$ cat src/rtl/entropy_encoder_pkg.sv
// ============================================================================
// Module : entropy_encoder_pkg
// Brief  : Shared widths and accumulator state encoding for the entropy encoder
// Rev    : 1.0 - initial release
// ============================================================================
`default_nettype none

package entropy_encoder_pkg;

    localparam int c_range_width_default  = 16;
    localparam int c_symbol_width_default = 4;

    // Count of Boolean symbols currently held in the accumulator
    typedef enum logic [1:0] {
        EMPTY = 2'd0,
        ONE   = 2'd1,
        TWO   = 2'd2
    } bundle_state_e;

endpackage

`default_nettype wire

$ cat src/rtl/bundle_timeout_counter.sv
// ============================================================================
// Module : bundle_timeout_counter
// Brief  : Saturating idle counter; o_expired once TIMEOUT_CYCLES idle cycles seen
// Rev    : 1.0 - initial release
// ============================================================================
`default_nettype none

module bundle_timeout_counter #(
    parameter int TIMEOUT_CYCLES = 8
) (
    input  logic clk,
    input  logic reset,
    input  logic i_clear,
    input  logic i_count_en,
    output logic o_expired
);

    localparam int c_cnt_w = $clog2(TIMEOUT_CYCLES + 1);
    localparam logic [c_cnt_w-1:0] c_limit = c_cnt_w'(TIMEOUT_CYCLES);

    logic [c_cnt_w-1:0] cnt_q, cnt_d;

    always_comb begin
        cnt_d = cnt_q;
        if (i_clear) begin
            cnt_d = '0;
        end else if (i_count_en && (cnt_q != c_limit)) begin
            cnt_d = cnt_q + 1'b1;
        end
    end

    always_ff @(posedge clk or negedge reset) begin
        if (!reset) begin
            cnt_q <= '0;
        end else begin
            cnt_q <= cnt_d;
        end
    end

    assign o_expired = (cnt_q == c_limit);

endmodule

`default_nettype wire

$ cat src/rtl/symbol_bundler.sv
// ============================================================================
// Module : symbol_bundler
// Brief  : Packs 1-3 Boolean symbols or one CDF symbol per output bundle.
//          Optional idle flush of partial bundles under `BUNDLE_TIMEOUT_EN.
// Rev    : 1.0 - initial release
// ============================================================================
`default_nettype none

module symbol_bundler
    import entropy_encoder_pkg::*;
#(
    parameter int RANGE_WIDTH    = c_range_width_default,
    parameter int SYMBOL_WIDTH   = c_symbol_width_default,
    parameter int TIMEOUT_CYCLES = 8
) (
    input  logic                    clk,
    input  logic                    reset,
    input  logic                    in_valid,
    output logic                    in_ready,
    input  logic                    in_bool,
    input  logic [SYMBOL_WIDTH-1:0] in_symbol,
    input  logic [RANGE_WIDTH-1:0]  in_fl,
    input  logic [RANGE_WIDTH-1:0]  in_fh,
    input  logic                    in_last,
    output logic                    out_valid,
    input  logic                    out_ready,
    output logic                    out_bool_flag_1,
    output logic                    out_bool_flag_2,
    output logic                    out_bool_flag_3,
    output logic [SYMBOL_WIDTH-1:0] out_symbol_1,
    output logic [SYMBOL_WIDTH-1:0] out_symbol_2,
    output logic [SYMBOL_WIDTH-1:0] out_symbol_3,
    output logic [RANGE_WIDTH-1:0]  out_fl,
    output logic [RANGE_WIDTH-1:0]  out_fh,
    output logic                    out_last
);

    if (TIMEOUT_CYCLES < 1) begin : g_timeout_check
        $error("TIMEOUT_CYCLES must be at least 1");
    end

    bundle_state_e           state_q, state_d;
    logic [SYMBOL_WIDTH-1:0] held1_q, held1_d, held2_q, held2_d;
    logic                    out_valid_q, out_valid_d;
    logic [2:0]              out_flags_q, out_flags_d;   // [2] = slot 1
    logic [SYMBOL_WIDTH-1:0] out_sym1_q, out_sym1_d, out_sym2_q, out_sym2_d;
    logic [SYMBOL_WIDTH-1:0] out_sym3_q, out_sym3_d;
    logic [RANGE_WIDTH-1:0]  out_fl_q, out_fl_d, out_fh_q, out_fh_d;
    logic                    out_last_q, out_last_d;

    logic slot_free, in_fire, flush_fire, timeout_hit;

    assign slot_free = !out_valid_q || out_ready;
    assign in_fire   = in_valid && in_ready;

    always_comb begin
        in_ready = 1'b1;
        if (in_bool) begin
            if ((state_q == TWO) || in_last) in_ready = slot_free;
        end else begin
            // A CDF symbol waits until any partial Boolean bundle has been flushed
            in_ready = (state_q == EMPTY) && slot_free;
        end
    end

    assign flush_fire = !in_fire && slot_free && (state_q != EMPTY) &&
                        ((in_valid && !in_bool) || timeout_hit);

`ifdef BUNDLE_TIMEOUT_EN
    bundle_timeout_counter #(
        .TIMEOUT_CYCLES (TIMEOUT_CYCLES)
    ) u_timeout (
        .clk        (clk),
        .reset      (reset),
        .i_clear    (in_fire || flush_fire || (state_q == EMPTY)),
        .i_count_en (state_q != EMPTY),
        .o_expired  (timeout_hit)
    );
`else
    assign timeout_hit = 1'b0;
`endif

    always_comb begin
        state_d     = state_q;
        held1_d     = held1_q;
        held2_d     = held2_q;
        out_valid_d = out_valid_q && !out_ready;
        out_flags_d = out_flags_q;
        out_sym1_d  = out_sym1_q;
        out_sym2_d  = out_sym2_q;
        out_sym3_d  = out_sym3_q;
        out_fl_d    = out_fl_q;
        out_fh_d    = out_fh_q;
        out_last_d  = out_last_q;

        if (in_fire && in_bool && (state_q != TWO) && !in_last) begin
            if (state_q == EMPTY) begin
                held1_d = in_symbol;
                state_d = ONE;
            end else begin
                held2_d = in_symbol;
                state_d = TWO;
            end
        end else if (in_fire || flush_fire) begin
            out_valid_d = 1'b1;
            out_last_d  = in_fire && in_last;
            out_fl_d    = '0;
            out_fh_d    = '0;
            out_sym1_d  = '0;
            out_sym2_d  = '0;
            out_sym3_d  = '0;
            out_flags_d = 3'b000;
            state_d     = EMPTY;
            if (in_fire && !in_bool) begin
                out_sym1_d = in_symbol;
                out_fl_d   = in_fl;
                out_fh_d   = in_fh;
            end else begin
                // Held symbols fill the leading slots; an accepted Boolean follows them
                case (state_q)
                    ONE: begin
                        out_flags_d = 3'b100;
                        out_sym1_d  = held1_q;
                    end
                    TWO: begin
                        out_flags_d = 3'b110;
                        out_sym1_d  = held1_q;
                        out_sym2_d  = held2_q;
                    end
                    default: ;
                endcase
                if (in_fire) begin
                    case (state_q)
                        EMPTY: begin
                            out_flags_d = 3'b100;
                            out_sym1_d  = in_symbol;
                        end
                        ONE: begin
                            out_flags_d = 3'b110;
                            out_sym2_d  = in_symbol;
                        end
                        default: begin
                            out_flags_d = 3'b111;
                            out_sym3_d  = in_symbol;
                        end
                    endcase
                end
            end
        end
    end

    always_ff @(posedge clk or negedge reset) begin
        if (!reset) begin
            state_q     <= EMPTY;
            held1_q     <= '0;
            held2_q     <= '0;
            out_valid_q <= 1'b0;
            out_flags_q <= 3'b000;
            out_sym1_q  <= '0;
            out_sym2_q  <= '0;
            out_sym3_q  <= '0;
            out_fl_q    <= '0;
            out_fh_q    <= '0;
            out_last_q  <= 1'b0;
        end else begin
            state_q     <= state_d;
            held1_q     <= held1_d;
            held2_q     <= held2_d;
            out_valid_q <= out_valid_d;
            out_flags_q <= out_flags_d;
            out_sym1_q  <= out_sym1_d;
            out_sym2_q  <= out_sym2_d;
            out_sym3_q  <= out_sym3_d;
            out_fl_q    <= out_fl_d;
            out_fh_q    <= out_fh_d;
            out_last_q  <= out_last_d;
        end
    end

    assign out_valid       = out_valid_q;
    assign out_bool_flag_1 = out_flags_q[2];
    assign out_bool_flag_2 = out_flags_q[1];
    assign out_bool_flag_3 = out_flags_q[0];
    assign out_symbol_1    = out_sym1_q;
    assign out_symbol_2    = out_sym2_q;
    assign out_symbol_3    = out_sym3_q;
    assign out_fl          = out_fl_q;
    assign out_fh          = out_fh_q;
    assign out_last        = out_last_q;

endmodule

`default_nettype wire
$ cat config.mk
export PLATFORM = sky130hd
export DESIGN_NAME = symbol_bundler
export DESIGN_NICKNAME = d
export VERILOG_FILES = /design/src/rtl/entropy_encoder_pkg.sv /design/src/rtl/bundle_timeout_counter.sv /design/src/rtl/symbol_bundler.sv
export SDC_FILE = /design/constraint.sdc
export NUM_CORES = 1
export LEC_CHECK = 0
export CORE_AREA = 2 2 66 68
export CTS_CLUSTER_DIAMETER = 40
export CTS_CLUSTER_SIZE = 40
export DETAILED_ROUTE_END_ITERATION = 16
export DIE_AREA = 0 0 68 70
export DONT_BUFFER_PORTS = 1
export GPL_ROUTABILITY_DRIVEN = 0
export PLACE_DENSITY = 0.76
export SLEW_MARGIN = 5
export SYNTH_ARGS = -nofsm -noshare
export SYNTH_HDL_FRONTEND = slang
export SYNTH_HIERARCHICAL = 1
export SYNTH_SLANG_ARGS = --single-unit
$ cat constraint.sdc
create_clock -name clk -period 4.5 [get_ports clk]
set_clock_uncertainty 0.15 [all_clocks]
set_input_delay 0 -clock clk [delete_from_list [all_inputs] [get_ports clk]]
set_output_delay 0 -clock clk [all_outputs]
set_load 0.05 [all_outputs]
==> results of run 1 <==
-- cells in the final DEF, fill, tap and decap left out, types with 2 or more instances in the layout --
cell and n:
a22o_1 35, nor4b_1 3, ha_1 3, a21oi_1 2
o2bb2ai_1 2, clkbuf_8 12, o21ai_0 7, dlygate4sd3_1 45
o31ai_1 3, dfrtp_1 59, nand3_1 5, nand4_1 2
clkinv_2 2, mux2_2 12, nand2_1 6, inv_1 4
nor2b_1 3, a221o_1 4
-- final cells by class --
type                       count  share of cell area (%)
inverter                       5                  0.6098
multi-input combinational    104                   27.97
clock buffer                  13                   5.488
clock inverter                 2                  0.3252
sequential                    59                   47.97
timing repair buffer          46                   15.53
tap                           52                   2.114
-- Yosys cell counts, drive strengths merged, types with 2 or more instances --
master	n
dfrtp	59
a22o	35
mux2	12
buf	9
o21ai	7
nand2	6
nand3	6
clkbuf	5
inv	5
a221o	4
ha	3
nor2b	3
nor4b	3
o31ai	3
a21oi	2
nand4	2
nor3	2
nor4	2
o2bb2ai	2
-- repair_timing --
item | in CTS | in global routing
buffers inserted | 0 | 0
setup endpoints to repair | 0 | 0
hold buffers | 46 | 0
endpoints found under the hold margin | 118 | 0
-- sequential cells by signal, indices dropped and copies added (netlist names) --
register,count
out_flags_q,3
out_last,1
held2_q,4
out_symbol_3,4
held1_q,4
out_fl,16
out_valid,1
out_fh,16
state_q,2
out_symbol_2,4
out_symbol_1,4
-- worst min-delay path, delay by kind of cell --
family,cells,cell delay [ps]
AOI/OAI and AO/OA,2,310
and+or+nand+nor,1,150
-- worst max path at each step --
| stage | endpoint | depth (start not counted) | start |
|---|---|---|---|
| 2_1_floorplan | in_ready | 5 | state_q[0]$_DFFE_PN0P_ |
| 3_3_place_gp | out_fl[14]$_DFFE_PN0P_ | 5 | state_q[1]$_DFFE_PN0P_ |
| 3_5_place_dp | out_fl[11]$_DFFE_PN0P_ | 5 | state_q[1]$_DFFE_PN0P_ |
| 4_1_cts | out_symbol_3[2]$_DFFE_PN0P_ | 6 | state_q[0]$_DFFE_PN0P_ |
| 5_1_grt | out_symbol_3[2]$_DFFE_PN0P_ | 6 | state_q[0]$_DFFE_PN0P_ |
| 6_report | out_symbol_3[2]$_DFFE_PN0P_ | 6 | state_q[0]$_DFFE_PN0P_ |
-- layer usage --
metal	wire length, um	vias to the layer above	track usage, %
met1	2330	893	32.89
met5	0	-	0
met3	556	7	9.179
met4	68	0	9.333
met2	3034	91	41.10
li1	-	777	-
-- stage by stage --
step / hold slack (ps) / cell area [sq um]
after detailed placement: -444.4 / 2421
after global placement: -444.5 / 2421
after global routing: 37.77 / 3078
after CTS: 5.521 / 3078
after floorplan: -445.6 / 2421
final: 23.19 / 3078
-- report_power, final --
part / internal, uW / leakage, uW / switching [uW] / total [uW]
Combinational: 122 / 0.000521 / 109 / 232
Sequential: 629 / 0.000763 / 332 / 961
Clock: 240 / 0.0000953 / 192 / 432
Total: 992 / 0.00138 / 633 / 1620
-- cells by family after synthesis --
| family | count (synthesis) | share of synthesized area, % |
|---|---|---|
| AO/OA/AOI/OAI | 58 | 19.59 |
| adder cells (fa/ha/maj) | 3 | 1.551 |
| buffers and inverters | 19 | 3.462 |
| flip-flops | 59 | 60.98 |
| multiplexers | 12 | 5.581 |
| AND/OR/NAND/NOR | 31 | 8.838 |
==> impl_metrics.json, run 1 <==
{
  "status": "finished clean",
  "ys_warn_count": 6,
  "rsz0062_at_grt": "no",
  "drt-vias-per-instance": 6.292,
  "worst-setup-path-type": "register to register",
  "synthArstFlopShare_pct": 100.0,
  "detail_route.wl_per_cell_um": 21.31,
  "syn_area_sq_um": 2421,
  "die_area_sq_um": 4760,
  "finalWorstSetupSlack_ps": 1497,
  "synth.top_cell.area_share_pct": 60.98,
  "fp.dieH_um": 70,
  "io_buffers": 0,
  "drc_errors": 0,
  "finalHoldViolCount": 0,
  "vias": 1768,
  "synth_edf_count": 0,
  "setup_viol": 0,
  "ys_ff_latch": 59,
  "htree_levels": 3,
  "rr_worst_depth": 6,
  "final_util_pct": 74.28,
  "synth_ff_type": "dfrtp_1",
  "min_from": "out_ready",
  "initial_core_util_pct": 58.42,
  "worstSetupStartpointType": "register",
  "cts_sinks": 59,
  "dp.cells": 220,
  "fill_cells": 275,
  "crit_path_end_kind": "register",
  "io_pins": 92,
  "detailedPlace.worstSlack_ps": 1742,
  "drt_iter0_drc": 135,
  "cp_data_arrival_time_ps": 3070,
  "synthTopCellsByArea": "dfrtp_1 (61%), a22o_1 (13%), mux2_2 (5.6%)",
  "yosysTopAreaCell": "dfrtp_1",
  "netlist_instances": 182,
  "drt-total-wl_mm": 5.989,
  "slew_headroom_pct": 27.07,
  "clock_path_buffers": 2,
  "r2r-start": "state_q[0]$_DFFE_PN0P_",
  "drt_pass1_iterations": 4,
  "grt_pass1_wl_mm": 9.087,
  "tns_ps": 0,
  "r2r-end": "out_symbol_3[2]$_DFFE_PN0P_",
  "fin_crit_sh_pct": 66.73,
  "diodes": 0,
  "worst_path_largest_cell_delay_ps": 650,
  "finalNonFillerCells": 281,
  "tritoncts": "yes",
  "syn_avg_cell_area_sq_um": 13.30,
  "maxCapViolCount": 0,
  "rrSetupSlack_ps": 1500,
  "post_route_cells_drive_above_1_share_pct": 14.41,
  "row_count": 24,
  "p_leak_uw": 0.001380,
  "ant_nets": 0,
  "clock.fmax_mhz": 333.0,
  "synth_nets": 227,
  "ir_worst_vdd_uv": 322.1,
  "core_sq_um": 4144,
  "clk_pin_slew_ps": 70,
  "synth.yosys.seq_area_share_pct": 60.98,
  "yosys.cell_types.count": 36,
  "cts_root_buffer": "clkbuf_8",
  "hold_path_depth": 3,
  "tightestPinTransition_ps": 1097,
  "cts_buffers": 9,
  "multiInputGateArea_sq_um": 860.8,
  "hold_end": "state_q[1]$_DFFE_PN0P_",
  "maxSlewViolCount": 0,
  "die_x_um": 68,
  "antenna_found_initial": 0,
  "finalCriticalPeriod_ps": 3003,
  "regArea_sq_um": 1476,
  "worstPathRequired_ps": 4570,
  "path_buf_inv": 2,
  "area_delta_synth_final_pct": 27.13,
  "cp_cell_sequence": "inv_1 > ha_1 > or3b_1 > nand3_2 > o21ai_0 > dlygate4sd3_1",
  "fin_nets": 270,
  "power_uw": 1625,
  "grt_max_degree": 60,
  "power_density_nw_per_um2": 527.9,
  "cp_top_family": "simple AND/OR/NAND/NOR gates",
  "gr-total-overflow": 0,
  "crit_slowest_cell": "nand3_2",
  "min_path_type": "input pin to register",
  "grt_pass1_vias": 1784,
  "cts-resized-gates": 0,
  "place_hpwl_mm": 3.609,
  "crit_fanout": 42,
  "grt_use_total_pct": 26.07,
  "clock_latency_ps": 330
}
Power figures use the tool's default switching activity.
==> run 2, diff against run 1 <==
CORE_AREA = 2 2 69 71   (was 2 2 66 68)
DIE_AREA = 0 0 71 73   (was 0 0 68 70)
PLACE_DENSITY = 0.73   (was 0.76)
clock period = 2.6 ns   (was 4.5 ns; I/O delays follow)
==> run 2 against run 1 <==
Against the previous run:
- critical path depth did not move
- first-iteration DRC count fell by 37%
- die area rose by 8.9%
- highest routed layer unchanged
==> impl_metrics.json, run 2 (synthesis gave the netlist of run 1 again) <==
{
  "maxCapViolCount": 0,
  "crit_fanout": 6,
  "post_route_cells_drive_above_1_share_pct": 16.74,
  "finalHoldViolCount": 0,
  "design_area_sq_um": 3159,
  "vias": 1854,
  "clk_pin_slew_ps": 60,
  "cts_buffers": 9,
  "cts_setup_buffers": 0,
  "setup_viol": 0,
  "final_common_cell": "dfrtp_1",
  "ant_nets": 0,
  "worst-setup-path-type": "register to register",
  "htree_levels": 3,
  "min_path_type": "input pin to asynchronous set/reset pin",
  "grt_use_met2_pct": 41.64,
  "grt_max_degree": 60,
  "row_count": 25,
  "cts_sinks": 59,
  "fin_nets": 273,
  "busiest_layer": "met2",
  "grt_pass1_vias": 1952,
  "cp_cell_sequence": "inv_1 > ha_1 > nor3b_2 > nand3_1 > dlygate4sd3_1 > o21ai_0",
  "slew_headroom_pct": 41.19,
  "die_x_um": 71,
  "drt-vias-per-instance": 6.460,
  "drt-total-wl_mm": 6.344,
  "final_util_pct": 69.66,
  "detail_route.wl_per_cell_um": 22.10,
  "antenna_found_initial": 0,
  "gr-total-overflow": 0,
  "initial_core_util_pct": 53.38,
  "tightestPinTransition_ps": 880.4,
  "drc_errors": 0,
  "drt_pass1_iterations": 4,
  "cp_data_arrival_time_ps": 2610,
  "die_area_sq_um": 5183,
  "final_cell_mix": "dfrtp_1 (59), dlygate4sd3_1 (43), a22o_1 (35)",
  "dpl_cell_area_sq_um": 2474,
  "core_sq_um": 4536,
  "grtUsageMet3_pct": 7.044,
  "clock_path_buffers": 2,
  "grt_use_total_pct": 25.36,
  "rsz0062_at_grt": "no",
  "rr_worst_depth": 6,
  "status": "finished clean",
  "gr-usage-met1_pct": 29.63,
  "crit_slowest_cell": "dlygate4sd3_1",
  "ir_worst_vdd_uv": 451.1,
  "drt_iter0_drc": 85,
  "grt_pass1_wl_mm": 9.832,
  "tns_ps": 0,
  "area_delta_synth_final_pct": 30.49,
  "tritoncts": "yes",
  "fill_cells": 330,
  "worst_path_largest_cell_delay_ps": 670,
  "power_uw": 3017,
  "io_pins": 92,
  "clock_latency_ps": 330,
  "place_hpwl_mm": 3.782,
  "clock.fmax_mhz": 397.8,
  "fin_crit_sh_pct": 96.68,
  "io_buffers": 0,
  "finalCriticalPeriod_ps": 2514,
  "fp.dieH_um": 73,
  "worstPathRequired_ps": 2690,
  "worstSetupStartpointType": "register",
  "diodes": 0,
  "power_density_nw_per_um2": 954.8,
  "crit_path_end_kind": "register",
  "cts_root_buffer": "clkbuf_8",
  "maxSlewViolCount": 0,
  "p_leak_uw": 0.001413
}
## run 2: cell types whose count changed in the layout (fill, tap and decap cells not counted)
cell / before / now
dlygate4sd3_1: 45 / 43
buf_12: 0 / 1
clkinvlp_4: 0 / 1
clkinv_2: 2 / 1
bufinv_16: 0 / 2
clkbuf_8: 12 / 11
buf_4: 0 / 4
## run 2: path summary, 6_finish.rpt
check                      slack (ps)                   start                     end
setup / recovery                   90  state_q[0]$_DFFE_PN0P_  state_q[0]$_DFFE_PN0P_
min in group clk                   30                in_valid  out_fh[10]$_DFFE_PN0P_
max in group asynchronous        2020                   reset   out_fh[6]$_DFFE_PN0P_
hold / removal                     30                   reset  held2_q[3]$_DFFE_PN0P_
setup reg to reg                   90  state_q[0]$_DFFE_PN0P_  state_q[0]$_DFFE_PN0P_
hold reg to reg                   360  held1_q[3]$_DFFE_PN0P_  held1_q[3]$_DFFE_PN0P_
## run 2: what timing repair did
item / 4_1_cts / 5_1_grt
hold buffers: 44 / 0
gates resized for setup: 0 / 0
hold endpoints to repair: 118 / 0
setup endpoints to repair: 0 / 0
## run 2: cell type report
type / instances / area, sq um / share of cell area, %
Multi-Input combinational cell: 104 / 860.8 / 27.25
Clock buffer: 12 / 155.1 / 4.911
Timing Repair Buffer: 49 / 508.0 / 16.08
Sequential cell: 59 / 1476 / 46.73
Clock inverter: 4 / 72.57 / 2.297
Tap cell: 54 / 67.56 / 2.139
Inverter: 5 / 18.77 / 0.5941
## run 2: report_power, final
group          internal [uW]  switching (uW)
sequential              1090             576
clock                    590             334
combinational            224             202
## run 2: routing by layer
layer	part of all wire [%]	vias to the layer above
met5	0	-
met4	3.6	0
met3	7.5	26
met2	52	113
met1	36	932
li1	-	783
## run 2: critical path: cells and delay by family (launching register included)
family	cells	cell delay (ps)
simple gates	2	800
buf+inv	2	760
flops	1	390
fa+ha+maj	1	260
compound gates	1	80
## run 2: stage by stage
step / cells / setup WS (ps) / hold WS [ps]
2_1_floorplan: 182 / 489.2 / -445.6
3_3_place_gp: 227 / 483.4 / -444.5
3_5_place_dp: 227 / 362.6 / -444.3
4_1_cts: 287 / 145.8 / 5.188
5_1_grt: 287 / 22.06 / 49.75
6_report: 287 / 86.39 / 27.97
